$ cat src/rtl/apb_requester.sv
// APB requester: turns one local valid/ready command at a time into an APB
// SETUP/ACCESS transfer and returns read data and status on a response port.
module apb_requester #(
  parameter int ADDR_W  = 8,
  parameter int NUM_SLV = 4,
  parameter int TIMEOUT = 16
) (
  input  logic               PCLK,
  input  logic               PRESETn,
  input  logic               req_valid,
  output logic               req_ready,
  input  logic               req_write,
  input  logic [ADDR_W-1:0]  req_addr,
  input  logic [31:0]        req_wdata,
  output logic               rsp_valid,
  input  logic               rsp_ready,
  output logic [31:0]        rsp_rdata,
  output logic               rsp_err,
  output logic [ADDR_W-1:0]  PADDR,
  output logic               PWRITE,
  output logic [NUM_SLV-1:0] PSEL,
  output logic               PENABLE,
  output logic [31:0]        PWDATA,
  input  logic [31:0]        PRDATA,
  input  logic               PREADY
);

  localparam int SEL_W = (NUM_SLV > 1) ? $clog2(NUM_SLV) : 1;
  localparam int CNT_W = (TIMEOUT > 1) ? $clog2(TIMEOUT) : 1;

  typedef enum logic [1:0] {
    S_IDLE,
    S_SETUP,
    S_ACCESS,
    S_RESP
  } state_t;

  state_t             r_state;
  logic [CNT_W-1:0]   r_cnt;
  logic [ADDR_W-1:0]  r_paddr;
  logic               r_pwrite;
  logic [NUM_SLV-1:0] r_psel;
  logic               r_penable;
  logic [31:0]        r_pwdata;
  logic               r_rsp_valid;
  logic [31:0]        r_rsp_rdata;
  logic               r_rsp_err;

  logic [SEL_W-1:0]   w_idx;
  logic               w_hit;
  logic [NUM_SLV-1:0] w_onehot;
  logic               w_timeout;
  logic               w_ready;

  assign w_idx     = req_addr[ADDR_W-1 -: SEL_W];
  assign w_hit     = (32'(w_idx) < 32'(NUM_SLV));
  assign w_timeout = (TIMEOUT > 0) && (r_cnt == CNT_W'(TIMEOUT - 1));
  // X or Z on PREADY must read as "wait", so only an explicit 1 completes
  assign w_ready   = (PREADY == 1'b1);

  always_comb begin
    w_onehot = '0;
    for (int unsigned i = 0; i < NUM_SLV; i++) begin
      if (w_idx == SEL_W'(i)) w_onehot[i] = 1'b1;
    end
  end

  always_ff @(posedge PCLK or negedge PRESETn) begin
    if (!PRESETn) begin
      r_state     <= S_IDLE;
      r_cnt       <= '0;
      r_paddr     <= '0;
      r_pwrite    <= 1'b0;
      r_psel      <= '0;
      r_penable   <= 1'b0;
      r_pwdata    <= '0;
      r_rsp_valid <= 1'b0;
      r_rsp_rdata <= '0;
      r_rsp_err   <= 1'b0;
    end else begin
      case (r_state)
        S_IDLE: begin
          if (req_valid) begin
            r_pwrite <= req_write;
            r_paddr  <= req_addr;
            r_pwdata <= req_wdata;
            if (w_hit) begin
              r_psel  <= w_onehot;
              r_cnt   <= '0;
              r_state <= S_SETUP;
            end else begin
              r_rsp_valid <= 1'b1;
              r_rsp_err   <= 1'b1;
              r_rsp_rdata <= '0;
              r_state     <= S_RESP;
            end
          end
        end
        S_SETUP: begin
          r_penable <= 1'b1;
          r_state   <= S_ACCESS;
        end
        S_ACCESS: begin
          if (w_ready) begin
            r_rsp_rdata <= r_pwrite ? 32'h0 : PRDATA;
            r_rsp_err   <= 1'b0;
            r_rsp_valid <= 1'b1;
            r_psel      <= '0;
            r_penable   <= 1'b0;
            r_state     <= S_RESP;
          end else if (w_timeout) begin
            r_rsp_rdata <= '0;
            r_rsp_err   <= 1'b1;
            r_rsp_valid <= 1'b1;
            r_psel      <= '0;
            r_penable   <= 1'b0;
            r_state     <= S_RESP;
          end else begin
            r_cnt <= r_cnt + 1'b1;
          end
        end
        S_RESP: begin
          if (rsp_ready) begin
            r_rsp_valid <= 1'b0;
            r_state     <= S_IDLE;
          end
        end
        default: r_state <= S_IDLE;
      endcase
    end
  end

  assign req_ready = (r_state == S_IDLE);
  assign rsp_valid = r_rsp_valid;
  assign rsp_rdata = r_rsp_rdata;
  assign rsp_err   = r_rsp_err;
  assign PADDR     = r_paddr;
  assign PWRITE    = r_pwrite;
  assign PSEL      = r_psel;
  assign PENABLE   = r_penable;
  assign PWDATA    = r_pwdata;

endmodule
$ cat config.mk
export PLATFORM = sky130hd
export DESIGN_NAME = apb_requester
export DESIGN_NICKNAME = d
export VERILOG_FILES = /design/src/rtl/apb_requester.sv
export SDC_FILE = /design/constraint.sdc
export NUM_CORES = 1
export LEC_CHECK = 0
export ABC_CLOCK_PERIOD_IN_PS = 2300
export CORE_UTILIZATION = 41
export DETAILED_ROUTE_END_ITERATION = 16
export GPL_ROUTABILITY_DRIVEN = 0
export PLACE_DENSITY = 0.8
export SLEW_MARGIN = 20
export SYNTH_ARGS = -nofsm -noshare
export SYNTH_HDL_FRONTEND = slang
export SYNTH_SLANG_ARGS = --single-unit
$ cat constraint.sdc
create_clock -name PCLK -period 2.3 [get_ports PCLK]
set_clock_uncertainty 0.2 [all_clocks]
set_input_delay 0.69 -clock PCLK [delete_from_list [all_inputs] [get_ports PCLK]]
set_output_delay 0.69 -clock PCLK [all_outputs]
set_load 0.005 [all_outputs]
==> results of run 1 <==
state kept, by name (all words and copies together), names as in the netlist:
| signal | cells |
|---|---|
| PADDR | 8 |
| PENABLE | 1 |
| PSEL | 4 |
| PWDATA | 32 |
| PWRITE | 1 |
| r_cnt | 4 |
| r_state | 2 |
| rsp_err | 1 |
| rsp_rdata | 32 |
| rsp_valid | 1 |
area by class of cell:
| type | count | area [um2] | area share |
|---|---|---|---|
| clock buffer | 10 | 137.6 | 0.02562 |
| clock inverter | 6 | 93.84 | 0.01747 |
| inverter | 9 | 33.78 | 0.006289 |
| multi-input combinational | 122 | 1121 | 0.2087 |
| timing repair buffer | 170 | 1705 | 0.3175 |
| tap | 102 | 127.6 | 0.02376 |
| sequential | 86 | 2152 | 0.4007 |
kinds of logic after synthesis:
group	after synthesis	share of synthesized area
muxes	43	0.1445
buffers and inverters	20	0.02651
adders and majority gates	5	0.01867
AOI/OAI and AO/OA	57	0.1419
and+or+nand+nor	17	0.02614
DFF	86	0.6423
layer usage:
metal,global-route usage,part of all wire,up-vias
li1,-,-,1187
met1,0.2369,0.42,1219
met2,0.3117,0.49,103
met3,0.04844,0.063,15
met4,0.08333,0.023,0
met5,0,0,-
repair_timing:
item	in CTS	in global routing
endpoints found under the setup margin	1	0
hold buffers	0	0
gates resized for setup	3	0
setup buffers	2	0
hold endpoints to repair	0	0
path summary, 6_finish.rpt:
check / start / end / slack [ps] / cells past startpoint
setup / recovery: PWRITE$_DFFE_PN0P_ / PWRITE / 120 / 1
hold reg to reg: PADDR[7]$_DFFE_PN0P_ / PADDR[7]$_DFFE_PN0P_ / 290 / 2
min in group PCLK: PADDR[7]$_DFFE_PN0P_ / PADDR[7]$_DFFE_PN0P_ / 290 / 2
hold / removal: PRESETn / PWDATA[26]$_DFFE_PN0P_ / 10 / 1
setup reg to reg: r_cnt[0]$_DFFE_PN0P_ / r_state[1]$_DFFE_PN0P_ / 420 / 4
max in group asynchronous: PRESETn / rsp_rdata[25]$_DFFE_PN0P_ / 1270 / 2
power by group through the flow:
stage	Combinational, mW	Clock, mW	Sequential [mW]
2_1_floorplan	1.15	0	2.59
3_3_place_gp	2.86	0	2.55
3_5_place_dp	2.94	0	2.56
4_1_cts	2.97	1.22	2.55
5_1_grt	3.16	1.29	2.63
6_report	2.93	1.20	2.54
cells in the final DEF, fill, tap and decap left out, types with 2 or more instances in the layout:
cell | netlist | layout
a22o_1 | 35 | 35
clkinv_4 | 0 | 2
buf_4 | 0 | 10
bufinv_16 | 0 | 2
ha_1 | 5 | 4
inv_2 | 1 | 2
nor2_1 | 2 | 2
clkdlybuf4s50_1 | 0 | 156
inv_1 | 8 | 7
o311ai_0 | 2 | 2
mux2_2 | 43 | 43
dfrtp_1 | 86 | 86
nand2_1 | 6 | 5
clkbuf_8 | 0 | 10
a21oi_1 | 4 | 4
o21ai_0 | 5 | 5
buf_12 | 0 | 3
a32o_1 | 2 | 2
nand3_1 | 3 | 3
worst reg2reg max path, stage by stage, from the launching register on:
cell and delay [ps]:
dfrtp_1 420, ha_1 300, a31oi_2 170, a221oi_2 300, mux2_2 380
==> impl_results.md, run 1 <==
- Max Cap Viol: 0
- Drt drc: 0
- Final #Nets: 481
- Fin Hold WS: 10.72 ps
- Post-synthesis sequential area ratio: 0.6423
- First-pass GRT wire length: 12.61 mm
- Top-count cell post-synth: dfrtp_1
- Placed cell area: 5124 um2
- Crit Path Max Fanout: 3
- Switching Fraction: 0.2822
- Number of detailed-route iterations in the first pass: 4
- Wirelength per Cell: 15.36 um
- Crit path arrival time: 1290 ps
- Power density cells: 1241 nW/um2
- Hold Crit Class: in -> async
- Ys async rst share: 1.000
- Placed cell count: 487
- Full die area: 8538 um2
- Share of layout cells above drive strength 1: 0.1985
- Internal power: 4.784 mW
- Die Ht: 92.40 um
- Reg power frac: 0.381
- Top cell type's share of synthesized area: 0.6423
- Clock Path Buffers: 2
- Starting DRT DRC Count: 83
- Vias in the first global route: 2614
- Clock power frac: 0.180
- RSZ-0062 raised after global routing: no
- H-tree depth: 3
- Synthesized area: 3351 um2
- Antenna violations before repair: 0
- Fmax: 458.8 MHz
- Area Overhead vs Synth: 60.31%
- Yosys warnings: 0
- Layout Cells excl Fill: 505
- Max-slew headroom: 0.6878
- Distinct cells, synth: 29
- Starting density of the core: 0.4292
- Clock Latency Late Sink: 350 ps
- DIE WIDTH: 92.40 um
- Rows: 32
- Synthesis-stage register bit count: 86
- WS Path Type: reg -> out
- Final Util: 0.6880
- Worst path cell trace: clkdlybuf4s50_1
- Largest net degree at the start of global routing: 43
- CORE AREA: 7807 um2
- Synth cell count leaders: 86 x dfrtp_1, 43 x mux2_2, 35 x a22o_1
- IO Port Bufs: 158
- Clock sinks: 86
- Leakage dissipation: 2.309 nW
- Setup TNS: 0 ps
- Logic gate share of total power: 0.439
- Number of synthesized flops with an enable pin: 0
- Post-place setup slack: -17.36 ps
- Crit path buf inv count: 1
- PnR worst setup slack: 120.3 ps
- Root Buffer: clkbuf_8
- Antenna Nets Post-Route: 0
- GR Util All Layers: 0.1899
- Worst path max stage delay: 530 ps
- Net Count, Synth: 311
- CTS tree: yes
- Synth Flop Type: dfrtp_1
- Mean Syn Cell Area: 14.70 um2
- Worst EP required: 1410 ps
- Crit-path leading delay family: buffers and inverters
- Clk pin slew, worst setup/hold paths: 100 ps
- Startpoint type of the worst setup path: flop
- # setup viols final: 0
- Drt total wl: 7.757 mm
- CP max stage cell: clkdlybuf4s50_1
- Final Max Slew Viols: 0
- Worst slew pin tran: 463.4 ps
- DPL Wire Length: 5.803 mm
- Final period util: 0.9477
- Diodes inserted: 0
- Dominant cells by area after synthesis: dfrtp_1 64%, mux2_2 14%, a22o_1 9.1%
- Cell count after synthesis: 228
- Net Switching: 1.881 mW
- Final min period: 2180 ps
- Final count of hold timing violations: 0
- Post-synth top area cell: dfrtp_1
- Pwr Total: 6.665 mW
- Total number of vias: 2524
- Max VDD drop: 0.5728 mV
- Grt ovf: 0
- Fin area: 5371 um2
- Via density: 4.998
- Nature of the critical path endpoint: output pin
- # fillers: 591
- Outcome: completed
- IO Count: 159
- CTS buffer count: 9
Note: power is estimated with default switching activity, not from simulation.
==> inputs of run 2 (changes only) <==
--- a/config.mk
+++ b/config.mk
@@ -6,10 +6,11 @@
 export NUM_CORES = 1
 export LEC_CHECK = 0
 export ABC_CLOCK_PERIOD_IN_PS = 2300
-export CORE_UTILIZATION = 41
+export CAP_MARGIN = 5
+export CORE_UTILIZATION = 35
 export DETAILED_ROUTE_END_ITERATION = 16
 export GPL_ROUTABILITY_DRIVEN = 0
-export PLACE_DENSITY = 0.8
+export PLACE_DENSITY = 0.7
 export SLEW_MARGIN = 20
 export SYNTH_ARGS = -nofsm -noshare
 export SYNTH_HDL_FRONTEND = slang
==> run 2 against run 1 <==
Effect of this change: sequential share of layout area decreased by 0.22 points; first-iteration DRC count down 24%; flip-flop and latch count unchanged; largest power group unchanged; power fell by 1.5%; highest routed layer unchanged; via count rose by 1.9%; setup slack worse by 11 ps; sequential power barely moved; clock power shrank 10%.
==> impl_results.md, run 2 (synthesis gave the netlist of run 1 again) <==
- Starting DRT DRC Count: 63 (was 83)
- Startpoint type of the worst setup path: flop (unchanged)
- Layout Cells excl Fill: 533 (was 505)
- Placed cell count: 515 (was 487)
- Max-slew headroom: 0.7077 (was 0.6878)
- Clock sinks: 86 (unchanged)
- DIE WIDTH: 99.85 um (was 92.40 um)
- Most frequent cells in the layout: 156 x clkdlybuf4s50_1, 86 x dfrtp_1, 43 x mux2_2, 35 x a22o_1 (unchanged)
- Nature of the critical path endpoint: output pin (unchanged)
- Rows: 35 (was 32)
- Final count of hold timing violations: 0 (unchanged)
- Full die area: 9969 um2 (was 8538 um2)
- Pwr Total: 6.565 mW (was 6.665 mW)
- Antenna Nets Post-Route: 0 (unchanged)
- Leakage dissipation: 2.310 nW (was 2.309 nW)
- Grt ovf: 0 (unchanged)
- Total number of vias: 2571 (was 2524)
- Antenna violations before repair: 0 (unchanged)
- GR Util All Layers: 0.1607 (was 0.1899)
- Final min period: 2191 ps (was 2180 ps)
- Final #Nets: 482 (was 481)
- IO Port Bufs: 158 (unchanged)
- Number of detailed-route iterations in the first pass: 4 (unchanged)
- IO Count: 159 (unchanged)
- Drt drc: 0 (unchanged)
- Crit Path Max Fanout: 3 (unchanged)
- Worst R2R Setup Slack: 460 ps (was 420 ps)
- Hold Crit Class: in -> async (unchanged)
- Via density: 4.824 (was 4.998)
- Area Overhead vs Synth: 61.20% (was 60.31%)
- First-pass GRT wire length: 12.43 mm (was 12.61 mm)
- Crit path arrival time: 1300 ps (was 1290 ps)
- # setup viols final: 0 (unchanged)
- Max VDD drop: 0.4519 mV (was 0.5728 mV)
- Leading cell type in the layout, fill and taps excluded: clkdlybuf4s50_1 (unchanged)
- Power density cells: 1215 nW/um2 (was 1241 nW/um2)
- Clk pin slew, worst setup/hold paths: 90 ps (was 100 ps)
- Final period util: 0.9526 (was 0.9477)
- Largest net degree at the start of global routing: 42 (was 43)
- Share of layout cells above drive strength 1: 0.2005 (was 0.1985)
- Crit-path leading delay family: buffers and inverters (unchanged)
- Wirelength per Cell: 14.61 um (was 15.36 um)
- WS Path Type: reg -> out (unchanged)
- Diodes inserted: 0 (unchanged)
- Die Ht: 99.85 um (was 92.40 um)
- Vias in the first global route: 2623 (was 2614)
- Fmax: 456.4 MHz (was 458.8 MHz)
- Worst EP required: 1410 ps (about the same)
- Worst path cell trace: clkdlybuf4s50_1 (unchanged)
- CTS tree: yes (unchanged)
- Worst path max stage delay: 550 ps (was 530 ps)
- Max Cap Viol: 0 (unchanged)
- CTS buffer count: 9 (unchanged)
- DPL Wire Length: 5.719 mm (was 5.803 mm)
- Root Buffer: clkbuf_8 (unchanged)
- RSZ-0062 raised after global routing: no (unchanged)
- Starting density of the core: 0.3626 (was 0.4292)
- Setup TNS: 0 ps (unchanged)
- Crit path buf inv count: 1 (unchanged)
- Worst slew pin tran: 433.8 ps (was 463.4 ps)
- H-tree depth: 3 (unchanged)
- Drt total wl: 7.789 mm (was 7.757 mm)
- CTS hold repair buffers: 0 (unchanged)
- Clock Path Buffers: 2 (unchanged)
- CORE AREA: 9240 um2 (was 7807 um2)
- Outcome: completed (unchanged)
- Final Max Slew Viols: 0 (unchanged)
- Clock Latency Late Sink: 340 ps (was 350 ps)
- CP max stage cell: clkdlybuf4s50_1 (unchanged)
## run 2: cell count changes in the layout (fill, tap and decap cells not counted)
cell | before | now
buf_12 | 3 | 4
bufinv_16 | 2 | 1
clkinv_2 | 0 | 1
clkinv_4 | 2 | 3
clkinvlp_4 | 1 | 0
## run 2: timing repair
action	CTS	global route
endpoints found under the setup margin	1	0
setup buffers	2	0
resized for setup	3	0
## run 2: metrics by stage
stage / setup slack (ps) / utilization / hold WS, ps / area [um2]
2_1_floorplan: 536.0 / - / 194.4 / 3351
3_3_place_gp: 20.07 / 0.5603 / 267.6 / 5177
3_5_place_dp: -36.45 / 0.5603 / 290.3 / 5177
4_1_cts: 63.04 / 0.5846 / 20.74 / 5401
5_1_grt: 12.95 / 0.5846 / 37.76 / 5401
6_report: 109.1 / 0.5846 / 32.91 / 5401
## run 2: path summary, 6_finish.rpt
| kind | startpoint | to | cells past startpoint |
|---|---|---|---|
| max | PWRITE$_DFFE_PN0P_ | PWRITE | 1 |
| min | PRESETn | PWDATA[3]$_DFFE_PN0P_ | 1 |
| max reg2reg | r_cnt[0]$_DFFE_PN0P_ | r_state[1]$_DFFE_PN0P_ | 4 |
| min reg2reg | PWDATA[15]$_DFFE_PN0P_ | PWDATA[15]$_DFFE_PN0P_ | 1 |
| max in group asynchronous | PRESETn | rsp_rdata[14]$_DFFE_PN0P_ | 2 |
| min in group PCLK | PWDATA[15]$_DFFE_PN0P_ | PWDATA[15]$_DFFE_PN0P_ | 1 |
## run 2: metal layers
layer | global-route usage | wire, um | part of all wire
met1 | 0.2065 | 3523 | 0.45
met2 | 0.2568 | 3482 | 0.45
met3 | 0.04318 | 637 | 0.082
met4 | 0.06900 | 146 | 0.019
met5 | 0 | 0 | 0
## run 2: layout make-up
cell class	count	area, um2
fill	792	3839
multi-input combinational	122	1121
timing repair buffer	171	1725
inverter	9	33.78
sequential	86	2152
clock inverter	6	70.07
tap	129	161.4
clock buffer	10	137.6
## run 2: power by group
| group | leakage (nW) | total (mW) | switching, mW | internal (mW) |
|---|---|---|---|---|
| sequential | 1.07 | 2.55 | 0.370 | 2.18 |
| combinational | 1.14 | 2.94 | 0.975 | 1.96 |
| clock | 0.107 | 1.08 | 0.538 | 0.539 |
| total | 2.31 | 6.57 | 1.88 | 4.68 |
